<file path="src/rtl/alu_pkg.sv">
// Shared opcode encodings and flag layout for the pipelined ALU.
package alu_pkg;

    localparam logic [5:0] OP_ADD = 6'b100000;
    localparam logic [5:0] OP_SUB = 6'b100010;
    localparam logic [5:0] OP_AND = 6'b100100;
    localparam logic [5:0] OP_OR  = 6'b100101;
    localparam logic [5:0] OP_XOR = 6'b100110;
    localparam logic [5:0] OP_NOR = 6'b100111;
    localparam logic [5:0] OP_SRL = 6'b000010;
    localparam logic [5:0] OP_SRA = 6'b000011;

    // Packed flags vector layout: {illegal, negative, carry, zero, overflow}
    localparam int FLAG_OVF   = 0;
    localparam int FLAG_ZERO  = 1;
    localparam int FLAG_CARRY = 2;
    localparam int FLAG_NEG   = 3;
    localparam int FLAG_ILL   = 4;
    localparam int NB_FLAGS   = 5;

    typedef logic [NB_FLAGS-1:0] flags_t;

endpackage

</file>
<file path="src/rtl/alu_core.sv">
// Combinational ALU datapath: result plus the packed flags vector.
module alu_core
    import alu_pkg::*;
#(
    parameter int NB_DATA = 8,
    parameter int NB_OP   = 6
) (
    input  logic [NB_DATA-1:0] a,
    input  logic [NB_DATA-1:0] b,
    input  logic [NB_OP-1:0]   op,
    output logic [NB_DATA-1:0] result,
    output flags_t             flags
);

    localparam int                 NB_SHAMT    = $clog2(NB_DATA);
    localparam int                 MSB         = NB_DATA - 1;
    localparam logic [NB_DATA-1:0] SHIFT_LIMIT = NB_DATA[NB_DATA-1:0];

    logic [NB_DATA:0] sum;
    logic [NB_DATA:0] diff;
    logic             shift_oor;

    // Decode the opcode and compute result and flags for one operation.
    always_comb begin
        // NOTE: every output gets a default before the case so no path leaves it unassigned (no latch).
        result    = '0;
        flags     = '0;
        sum       = {1'b0, a} + {1'b0, b};
        diff      = {1'b0, a} - {1'b0, b};
        shift_oor = (b >= SHIFT_LIMIT);

        case (op)
            OP_ADD: begin
                result           = sum[NB_DATA-1:0];
                flags[FLAG_CARRY] = sum[NB_DATA];
                flags[FLAG_OVF]   = (a[MSB] == b[MSB]) && (result[MSB] != a[MSB]);
            end
            OP_SUB: begin
                // Top bit of the widened difference is the unsigned borrow (A < B).
                result           = diff[NB_DATA-1:0];
                flags[FLAG_CARRY] = diff[NB_DATA];
                flags[FLAG_OVF]   = (a[MSB] != b[MSB]) && (result[MSB] != a[MSB]);
            end
            OP_AND: result = a & b;
            OP_OR:  result = a | b;
            OP_XOR: result = a ^ b;
            OP_NOR: result = ~(a | b);
            OP_SRL: result = shift_oor ? '0 : (a >> b[NB_SHAMT-1:0]);
            OP_SRA: result = shift_oor ? {NB_DATA{a[MSB]}}
                                       : $unsigned($signed(a) >>> b[NB_SHAMT-1:0]);
            default: flags[FLAG_ILL] = 1'b1;
        endcase

        // Illegal opcodes report only the illegal flag with a zero result.
        if (!flags[FLAG_ILL]) begin
            flags[FLAG_NEG]  = result[MSB];
            flags[FLAG_ZERO] = (result == '0);
        end
    end

endmodule

</file>
<file path="src/rtl/alu_pipe.sv">
// Two-stage valid/ready pipelined ALU with sticky overflow flag.
module alu_pipe
    import alu_pkg::*;
#(
    parameter int NB_DATA = 8,
    parameter int NB_OP   = 6
) (
    input  logic               i_clk,
    input  logic               i_reset,
    input  logic               i_valid,
    output logic               o_ready,
    input  logic [NB_DATA-1:0] i_data_a,
    input  logic [NB_DATA-1:0] i_data_b,
    input  logic [NB_OP-1:0]   i_operation_code,
    output logic               o_valid,
    input  logic               i_ready,
    output logic [NB_DATA-1:0] o_result,
    output logic               o_overflow,
    output logic               o_carry,
    output logic               o_negative,
    output logic               o_zero,
    output logic               o_illegal,
    output logic               o_sticky_overflow,
    input  logic               i_clear_sticky
);

    logic               s1_valid;
    logic               s2_valid;
    logic               s1_en;
    logic               s2_en;
    logic [NB_DATA-1:0] s1_a;
    logic [NB_DATA-1:0] s1_b;
    logic [NB_OP-1:0]   s1_op;
    logic [NB_DATA-1:0] core_result;
    flags_t             core_flags;
    logic [NB_DATA-1:0] s2_result;
    flags_t             s2_flags;
    logic               sticky;

    // A stage may load when it is empty or its contents move on this cycle.
    assign s2_en   = !s2_valid || i_ready;
    assign s1_en   = !s1_valid || s2_en;
    assign o_ready = s1_en && !i_reset;

    // Stage 1 occupancy.
    always_ff @(posedge i_clk) begin
        // NOTE: sequential state uses non-blocking assignments so every flop samples pre-edge values.
        if (i_reset) begin
            s1_valid <= 1'b0;
        end else if (s1_en) begin
            s1_valid <= i_valid;
        end
    end

    // Stage 1 operand capture on acceptance.
    always_ff @(posedge i_clk) begin
        // NOTE: payload registers are not reset; s1_valid alone qualifies them.
        if (i_valid && o_ready) begin
            s1_a  <= i_data_a;
            s1_b  <= i_data_b;
            s1_op <= i_operation_code;
        end
    end

    alu_core #(
        .NB_DATA (NB_DATA),
        .NB_OP   (NB_OP)
    ) u_core (
        .a      (s1_a),
        .b      (s1_b),
        .op     (s1_op),
        .result (core_result),
        .flags  (core_flags)
    );

    // Stage 2 result register; bubbles clear valid but leave the data untouched.
    always_ff @(posedge i_clk) begin
        if (i_reset) begin
            s2_valid  <= 1'b0;
            s2_result <= '0;
            s2_flags  <= '0;
        end else if (s2_en) begin
            s2_valid <= s1_valid;
            if (s1_valid) begin
                s2_result <= core_result;
                s2_flags  <= core_flags;
            end
        end
    end

    // Sticky overflow: a transferred overflow takes priority over a clear.
    always_ff @(posedge i_clk) begin
        if (i_reset) begin
            sticky <= 1'b0;
        end else if (o_valid && i_ready && s2_flags[FLAG_OVF]) begin
            sticky <= 1'b1;
        end else if (i_clear_sticky) begin
            sticky <= 1'b0;
        end
    end

    assign o_valid           = s2_valid;
    assign o_result          = s2_result;
    assign o_overflow        = s2_flags[FLAG_OVF];
    assign o_carry           = s2_flags[FLAG_CARRY];
    assign o_negative        = s2_flags[FLAG_NEG];
    assign o_zero            = s2_flags[FLAG_ZERO];
    assign o_illegal         = s2_flags[FLAG_ILL];
    assign o_sticky_overflow = sticky;

endmodule
</file>
<file path="config.mk">
export PLATFORM = sky130hd
export DESIGN_NAME = alu_pipe
export DESIGN_NICKNAME = d
export VERILOG_FILES = /design/src/rtl/alu_pkg.sv /design/src/rtl/alu_core.sv /design/src/rtl/alu_pipe.sv
export SDC_FILE = /design/constraint.sdc
export NUM_CORES = 1
export LEC_CHECK = 0
export CAP_MARGIN = 20
export CORE_AREA = 5 5 86 88
export DETAILED_ROUTE_END_ITERATION = 8
export DIE_AREA = 0 0 91 93
export PLACE_DENSITY = 0.73
export SLEW_MARGIN = 5
export SYNTH_ARGS = -nofsm -noshare
export SYNTH_HDL_FRONTEND = slang
export SYNTH_HIERARCHICAL = 1
export SYNTH_SLANG_ARGS = --single-unit
</file>
<file path="constraint.sdc">
create_clock -name i_clk -period 3.58 [get_ports i_clk]
set_input_delay 1.074 -clock i_clk [delete_from_list [all_inputs] [get_ports i_clk]]
set_output_delay 1.074 -clock i_clk [all_outputs]
set_load 0.02 [all_outputs]
</file>
# --- After elaboration in Yosys (flattened, before gate mapping) ---
# Cells that the tools add are included.
classes:
  n_addsub: 2
  magnitude_cmp: 1
  eq_ne: 12
  shifts: 2
  mux: 10
  bitwise: 4
  n_reduce_logical: 15
op_table:
  columns: ["operator", "count"]
  rows:
  - ["case mux 8 bit (8 select lines)", 1]
  - ["== test 6 bit (second input constant)", 6]
  - ["2-to-1 mux 8 bit", 2]
  - ["== test 6 x 2 -> 1 bit (second input constant)", 2]
  - ["adder 8 x 8 -> 9 bit", 1]
  - ["subtractor 8 x 8 -> 9 bit", 1]
  - ["bitwise AND 8 bit", 1]
  - [">= comparator 8 x 4 -> 1 bit (second input constant)", 1]
  - ["zero test 8 bit", 1]
  - ["NOT 8 bit", 1]
  - ["bitwise OR 8 bit", 1]
  - ["OR reduction 8 bit", 1]
  - [">> shifter 8 x 3 -> 8 bit", 1]
  - [">>> shifter 8 x 3 -> 8 bit", 1]
  - ["bitwise XOR 8 bit", 1]
  - ["logical AND 1 bit", 6]
  - ["2-to-1 mux 1 bit", 5]
  - ["case mux 1 bit (2 select lines)", 2]
  - ["zero test 1 bit", 3]
  - ["!= test 1 bit", 3]
  - ["logical OR 1 bit", 2]
  - ["AND reduction 2 bit", 1]
  - ["nonzero test 2 bit", 1]
  - ["== test 1 bit", 1]
totals:
  regBits: 38
  inputBits: 27
  out_inout_bits: 16
  wordCells: 54

# --- Longest topological paths before layout ---
# Gate-level depths: netlist of the first run.
logic_depth:
  ltp_word: 5
  mapped_depth: 13
  ltp_nobuf: 12

# --- By module ---
# The synthesis of the first run kept the hierarchy.
by_module_without_submodules:
  columns: ["module", "instances", "cells_per_inst", "area_per_inst_um2", "seq_area_each_um2"]
  rows:
  - ["alu_core", 1, 251, 1775.5, 0.0]
  - ["alu_pipe", 1, 93, 1382.6, 980.9]

# --- Least setup slack after synthesis of the first run ---
# OpenSTA, ideal clock, no wires.
synth_timing:
  kind: "reg-to-reg"
  startpoint: "register s1_b[1]"
  endpoint: "register s2_flags[1]"
  setup_time_ps: 72
  arrival_ps: 2861
  t_required_ps: 3508
  setup_slack_ps: 647
  path_stages_with_launch: 13
  n_path_buf: 1
  period_less_slack_ps: 2933
  cell_sequence: "edfxtp_1 buf_2 inv_1 ha_1 o21ba_2 or4_1 and4_1 nor3_1 a22oi_1 nand2b_1 nor4_2 nand2b_1 mux2i_1"
synth_via:
  elab_chain_len: 5
  word_cells_on_any_way: 14
  classes_between: "add/sub (2); order compare (1); shift (2); mux (4); bitwise (4); reduce/logical (1)"
synth_rtl:
  columns: ["item", "line_no", "source"]
  rows:
  - ["from (decl)", "alu_pipe.sv:32", "logic [NB_DATA-1:0] s1_b;"]
  - ["from (signal assigned)", "alu_pipe.sv:60", "s1_b <= i_data_b;"]
  - [">= comparator 8 x 4 -> 1 bit (tied with other cells)", "alu_core.sv:30", "shift_oor = (b >= SHIFT_LIMIT);"]
  - ["2-to-1 mux 8 bit (on tied branches)", "alu_core.sv:49, alu_core.sv:48", null]
  - ["case mux 8 bit (8 select lines) (*)", "alu_core.sv:32", "case (op)"]
  - ["net core_result[7]", "alu_pipe.sv:34", "logic [NB_DATA-1:0] core_result;"]
  - ["zero test 8 bit (*)", "alu_core.sv:57", "flags[FLAG_ZERO] = (result == '0);"]
  - ["2-to-1 mux 1 bit (*)", "alu_core.sv:55", "if (!flags[FLAG_ILL]) begin"]
  - ["net core_flags[1]", "alu_pipe.sv:35", "flags_t core_flags;"]
  - ["to (signal assigned)", "alu_pipe.sv:86", "s2_flags <= core_flags;"]
  - ["to (decl)", "alu_pipe.sv:37", "flags_t s2_flags;"]
# The timed path passes the listed nets; every way through them passes the cells marked *.
# A chain may end at the register's enable or synchronous reset.

# --- Worst setup path after layout of the first run ---
layout_timing:
  startpoint: "input i_ready"
  endpoint: "output o_ready"
layout_via:
  elab_chain_len: 3
layout_rtl:
  columns: ["item", "line_no", "source"]
  rows:
  - ["from (decl)", "alu_pipe.sv:16", "input logic i_ready,"]
  - ["logical OR 1 bit", "alu_pipe.sv:41", "assign s2_en = !s2_valid || i_ready;"]
  - ["logical OR 1 bit", "alu_pipe.sv:42", "assign s1_en = !s1_valid || s2_en;"]
  - ["logical AND 1 bit", "alu_pipe.sv:43", "assign o_ready = s1_en && !i_reset;"]
  - ["to (decl)", "alu_pipe.sv:11", "output logic o_ready,"]
# No other way between the ends.

==> results.py, run 1 <==
metrics = {
    "clock_network": {
        "clockBufferDepth": 2,
        "cts_hold_buf": 0,
        "cts.sinks": 38,
        "path_clk_slew_ns": 0.08,
        "cts_tree": "yes",
        "clock_latency_ns": 0.29,
        "cts_buffers": 5,
        "root_buffer": "clkbuf_8",
        "h-tree-depth": 2,
    },
    "critical_path": {
        "path_class": "input port to output pin",
        "critPathMaxFanout": 4,
        "crit_arrival_ns": 2.09,
        "slowest_delay_ns": 0.52,
        "crit_required_ns": 2.51,
        "critPathLaunchType": "input port",
        "critPathCaptureType": "output pin",
        "cp_slowest_cell": "clkdlybuf4s50_1",
        "path_cells": "clkdlybuf4s50_1 > nor2b_4 > a21oi_1 > dlymetal6s2s_1",
    },
    "final_layout": {
        "synthToLayoutAreaGrowth_pct": 19.2,
        "drive_gt1_frac": 0.0961,
        "final.fill_count": 604,
        "n_antenna_cell": 0,
        "nets": 438,
    },
    "timing": {
        "clock.fmax_mhz": 317,
        "slew_headroom": 0.583,
        "worst_slew_pin_slew_ns": 0.617,
        "post-route-period-util": 0.883,
        "fin_skew_ns": 0.00899,
        "final.setup.tns_ns": 0,
        "rsz0062_at_grt": "no",
        "finalHoldViolCount": 0,
        "setup_viol": 0,
        "finalCriticalPeriod_ns": 3.16,
        "drv_slew": 0,
    },
    "grt": {
        "grt.total_usage": 0.191,
        "antenna_found_initial": 0,
        "overflow": 0,
        "grt_max_degree": 31,
        "grt_pass1_wl_um": 13000,
        "grt_pass1_vias": 2649,
    },
    "yosys": {
        "ys_ff_latch": 38,
        "synth_edf_count": 22,
        "synth_compound_area_frac": 0.187,
        "synth.area.mux_share": 0.112,
        "syn_area_per_cell_um2": 9.18,
        "synth_warnings": 6,
        "synth_area_leaders": "edfxtp_1, dfxtp_1, ha_1",
        "synthFlopType": "edfxtp_1",
        "mappedNetlistArea_um2": 3160,
        "yosysTopAreaCell": "edfxtp_1",
        "syn-num-nets": 398,
        "synthCells": 344,
        "synth_adder_area_share": 0.112,
        "synth_top_family_by_area": "simple AND/OR/NAND/NOR gates",
        "ys_types": 63,
        "yosysSeqAreaShare": 0.311,
        "yosys.area_share.xor_xnor": 0.00555,
        "synth_top_area_frac": 0.209,
        "synth_simple_gate_area_frac": 0.212,
        "async_flop_share": 0,
    },
    "route": {
        "drt_iter0_markers": 158,
        "drt-vias-per-instance": 5.77,
        "finalWirelength_um": 7990,
        "route.detailed.drc": 0,
        "vias": 2683,
        "routedWlPerCell_um": 17.2,
        "first_pass_iters": 4,
        "ant_nets": 0,
    },
    "die": {
        "rows": 30,
        "die_w_um": 91,
        "core_um2": 6570,
        "start_util": 0.481,
        "io_pins": 43,
        "die_y_um": 93,
        "dieArea_um2": 8460,
    },
    "power_and_ir_drop": {
        "switching_power_mw": 0.297,
        "power.share.clock": 0.334,
        "p_int_mw": 0.796,
        "power_switching_share": 0.272,
        "p_comb_frac": 0.210,
        "total_power_mw": 1.09,
        "seqPwrFrac": 0.456,
        "p_leak_nw": 1.49,
        "peakVddDrop_uv": 196,
        "powerDensity_nw_per_um2": 290,
    },
    "placement": {
        "dp_hpwl_um": 6100,
        "port_buffers": 42,
        "globalplace.congestion": 0.968,
    },
    "run": {
        "drv_cap": 0,
    },
    "status": {
        "status": "finished, final reports clean",
    },
    "min_path": {
        "hold_class": "register to register",
    },
}
routing by layer:
metal | up-vias | track usage | share of wire | routed length, µm
met5 | - | 0 | 0 | 0
met4 | 0 | 0.0660 | 0.018 | 147
met3 | 13 | 0.0290 | 0.049 | 390
met2 | 66 | 0.332 | 0.50 | 3980
met1 | 1278 | 0.241 | 0.43 | 3470
li1 | 1326 | - | - | -
registers in the layout, indices dropped and copies added (netlist names):
| name | flops |
|---|---|
| s1_op | 6 |
| o_valid | 1 |
| s1_a | 8 |
| s1_b | 8 |
| o_result | 8 |
| s2_flags | 5 |
| o_sticky_overflow | 1 |
| s1_valid | 1 |
logic make-up after synthesis:
group | count (synthesis)
compound gates | 86
simple gates | 117
fa+ha+maj | 27
buf+inv | 44
mux | 30
xor+xnor | 2
flops | 38
Yosys cell counts, types with 2 or more instances:
cell	instances
a2111oi_0	2
a21o_1	4
a21oi_1	16
a22o_1	2
a22oi_1	2
a31o_2	2
a31oi_1	4
and2_1	2
and3_1	4
buf_2	2
clkbuf_1	15
dfxtp_1	16
edfxtp_1	22
fa_1	2
ha_1	25
inv_1	25
mux2_2	2
mux2i_1	24
mux4_2	4
nand2_1	25
nand2b_1	32
nand3_1	5
nand4_1	6
nor2_1	20
nor2b_1	3
nor3_1	5
nor4_2	2
o2111ai_1	2
o211a_1	2
o211ai_1	8
o211ai_2	2
o21a_1	2
o21ai_0	21
o21bai_1	2
o31ai_1	3
xnor2_1	2
area by class of cell:
class,instances,area [µm²],share of cell area
inverter,25,93.8,0.0249
clock inverter,2,33.8,0.00897
tap,80,100,0.0266
timing repair buffer,52,498,0.132
clock buffer,6,72.6,0.0193
multi-input combinational,262,1990,0.527
sequential,38,981,0.261
path summary, 6_finish.rpt:
kind | start | end | slack [ns] | cells past startpoint
max | i_ready | o_ready | 0.42 | 4
min | o_result[7] | o_result[7] | 0.47 | 2
max reg2reg | s1_b[0] | s2_flags[1] | 0.54 | 11
min reg2reg | o_result[7] | o_result[7] | 0.47 | 2
cells in the final DEF (no fill, tap or decap), types with 3 or more instances in the layout:
| master | instances |
|---|---|
| nand2_1 | 25 |
| nand4_1 | 6 |
| ha_1 | 25 |
| buf_4 | 10 |
| mux2i_1 | 24 |
| o31ai_1 | 3 |
| edfxtp_1 | 22 |
| nor2b_1 | 3 |
| a31oi_1 | 4 |
| inv_1 | 25 |
| nand3_1 | 5 |
| nand2b_1 | 32 |
| dfxtp_1 | 16 |
| o211ai_1 | 8 |
| o21ai_0 | 21 |
| nor3_1 | 5 |
| clkbuf_8 | 5 |
| mux4_2 | 4 |
| a21o_1 | 4 |
| a21oi_1 | 16 |
| and3_1 | 4 |
| clkdlybuf4s50_1 | 41 |
| nor2_1 | 20 |
worst max-delay path: cells and delay by family:
kind                   cells  cell delay (ns)
and+or+nand+nor            1             0.06
buffers and inverters      2             0.78
AOI/OAI and AO/OA          1             0.17
what timing repair did:
| item | CTS | global route |
|---|---|---|
| buffers inserted | 0 | 0 |
| resized for setup | 0 | 1 |
| endpoints found under the setup margin | 0 | 1 |
power groups by stage:
stage	Clock [mW]	Combinational (mW)	Sequential [mW]
5_1_grt	0.395	0.250	0.501
3_5_place_dp	0	0.227	0.509
6_report	0.366	0.229	0.498
4_1_cts	0.377	0.229	0.499
3_3_place_gp	0	0.223	0.508
2_1_floorplan	0	0.144	0.510
metrics by stage:
step / setup slack (ns) / hold slack [ns] / util / instances / instance area (µm²)
2_1_floorplan: 0.647 / 0.477 / - / 344 / 3160
3_3_place_gp: 0.0575 / 0.455 / 0.557 / 457 / 3660
3_5_place_dp: 0.0252 / 0.464 / 0.557 / 457 / 3660
4_1_cts: 0.0252 / 0.477 / 0.573 / 465 / 3760
5_1_grt: 0.290 / 0.498 / 0.573 / 465 / 3760
6_report: 0.421 / 0.473 / 0.573 / 465 / 3760
No activity file was read; power rests on OpenSTA's default activity.
==> run 2, diff against run 1 <==
--- a/config.mk
+++ b/config.mk
@@ -7,6 +7,7 @@
 export LEC_CHECK = 0
 export CAP_MARGIN = 20
 export CORE_AREA = 5 5 86 88
+export CTS_CLUSTER_SIZE = 30
 export DETAILED_ROUTE_END_ITERATION = 8
 export DIE_AREA = 0 0 91 93
 export PLACE_DENSITY = 0.73
==> results of run 2 <==
The final DEF is identical to that of run 1; final timing and power are the same.
==> run 3, diff against run 2 <==
==> constraint.sdc (replaced) <==
create_clock -name i_clk -period 3.55 [get_ports i_clk]
set_input_delay 1.065 -clock i_clk [delete_from_list [all_inputs] [get_ports i_clk]]
set_output_delay 1.065 -clock i_clk [all_outputs]
set_load 0.02 [all_outputs]
==> run 3 against run 2 <==
Routed wire length shrank 0.48%; core utilization shrank 0.21 points; sequential power grew 1%; worst setup slack lost 0.0014 ns; sequential share of layout area grew 0.096 points; cell count grew 0.22%; first-iteration DRC count grew 37%; critical endpoint unchanged; via count grew 1.3%; register-to-register slack is essentially flat; critical path depth is the same; largest cell class unchanged.
==> results.py, run 3 (synthesized netlist as in run 1, its figures left out) <==
metrics = {
    "critical_path": {
        "critPathLaunchType": "input port",
        "critPathMaxFanout": 4,
        "crit_required_ns": 2.48,
        "path_class": "input port to output pin",
        "critPathCaptureType": "output pin",
        "crit_arrival_ns": 2.07,
    },
    "die": {
        "core_um2": 6570,
        "io_pins": 43,
        "die_w_um": 91,
        "die_y_um": 93,
        "start_util": 0.481,
        "dieArea_um2": 8460,
        "rows": 30,
    },
    "final_layout": {
        "layout_common_cells": "clkdlybuf4s50_1, nand2b_1, inv_1, nand2_1, ha_1",
        "nets": 439,
        "post-route-util": 0.571,
        "drive_gt1_frac": 0.101,
        "n_antenna_cell": 0,
        "final_common_cell": "clkdlybuf4s50_1",
        "synthToLayoutAreaGrowth_pct": 18.8,
        "final.fill_count": 603,
    },
    "run": {
        "drv_cap": 0,
    },
    "clock_network": {
        "h-tree-depth": 2,
        "root_buffer": "clkbuf_8",
        "cts_hold_buf": 0,
        "path_clk_slew_ns": 0.07,
        "clock_latency_ns": 0.30,
        "cts_setup_buffers": 0,
        "cts_tree": "yes",
        "cts.sinks": 38,
        "post_cts_resize_count": 0,
        "cts_buffers": 5,
        "clockBufferDepth": 2,
    },
    "timing": {
        "slew_headroom": 0.588,
        "fin_skew_ns": 0.0139,
        "finalHoldViolCount": 0,
        "finalCriticalPeriod_ns": 3.13,
        "final.setup.tns_ns": 0,
        "post-route-period-util": 0.882,
        "worst_slew_pin_slew_ns": 0.602,
        "rsz0062_at_grt": "no",
        "setup_viol": 0,
        "clock.fmax_mhz": 319,
        "drv_slew": 0,
    },
    "power_and_ir_drop": {
        "p_leak_nw": 1.48,
        "powerDensity_nw_per_um2": 275,
        "peakVddDrop_uv": 239,
    },
    "grt": {
        "overflow": 0,
        "grt_max_degree": 31,
        "grt_pass1_wl_um": 12800,
        "grt.total_usage": 0.187,
        "grt_pass1_vias": 2655,
        "antenna_found_initial": 0,
    },
    "route": {
        "first_pass_iters": 5,
        "drt_iter0_markers": 217,
        "finalWirelength_um": 7950,
        "vias": 2718,
        "drt-vias-per-instance": 5.83,
        "ant_nets": 0,
        "routedWlPerCell_um": 17.1,
        "route.detailed.drc": 0,
    },
    "placement": {
        "port_buffers": 42,
        "dp_hpwl_um": 6060,
        "globalplace.congestion": 0.938,
    },
    "status": {
        "status": "finished, final reports clean",
    },
    "min_path": {
        "hold_class": "register to register",
    },
}
## run 3: cell types whose count changed in the layout (fill, tap and decap cells not counted)
cell        previous run  this run
buf_4                 10        11
bufinv_16              1         0
clkbuf_1               1         0
clkinv_2               0         1
clkinvlp_4             0         1
## run 3: layout make-up
type	count	area, µm²	share of cell area
clock inverters	3	16.3	0.00434
repair buffers	53	505	0.135
clock buffers	5	68.8	0.0183
well taps	80	100	0.0267
inverters	25	93.8	0.0250
multi-input cells	262	1990	0.529
flip-flops and latches	38	981	0.262
## run 3: critical path: stages
cell,delay (ns)
clkdlybuf4s50_1,0.52
nor2b_4,0.06
a21oi_1,0.17
dlymetal6s2s_1,0.25
## run 3: routing by layer
layer,share of wire,track usage
met5,0,0
met4,0.031,0.0697
met3,0.055,0.0378
met1,0.44,0.237
met2,0.47,0.315
## run 3: power by group
group / leakage [nW] / switching [mW] / internal [mW]
Combinational: 1.11 / 0.118 / 0.110
Clock: 0.0416 / 0.165 / 0.135
Sequential: 0.336 / 0.0192 / 0.485
Total: 1.48 / 0.302 / 0.729
## run 3: final timing paths
kind | startpoint | to | slack, ns | cells past startpoint
worst max-delay path | i_ready | o_ready | 0.42 | 4
worst min-delay path | o_sticky_overflow | o_sticky_overflow | 0.47 | 2
worst min register to register | o_sticky_overflow | o_sticky_overflow | 0.47 | 2
worst max register to register | s1_b[0] | s2_flags[1] | 0.53 | 10
## run 3: stage by stage
step	power, mW	hold WS, ns	setup slack, ns	instances	area (µm²)
6_report	1.03	0.468	0.419	466	3750
5_1_grt	1.09	0.496	0.313	466	3750
4_1_cts	1.05	0.475	0.0194	466	3750
3_5_place_dp	0.740	0.466	0.0194	458	3660
3_3_place_gp	0.737	0.454	0.0490	458	3660
2_1_floorplan	0.660	0.477	0.617	344	3160
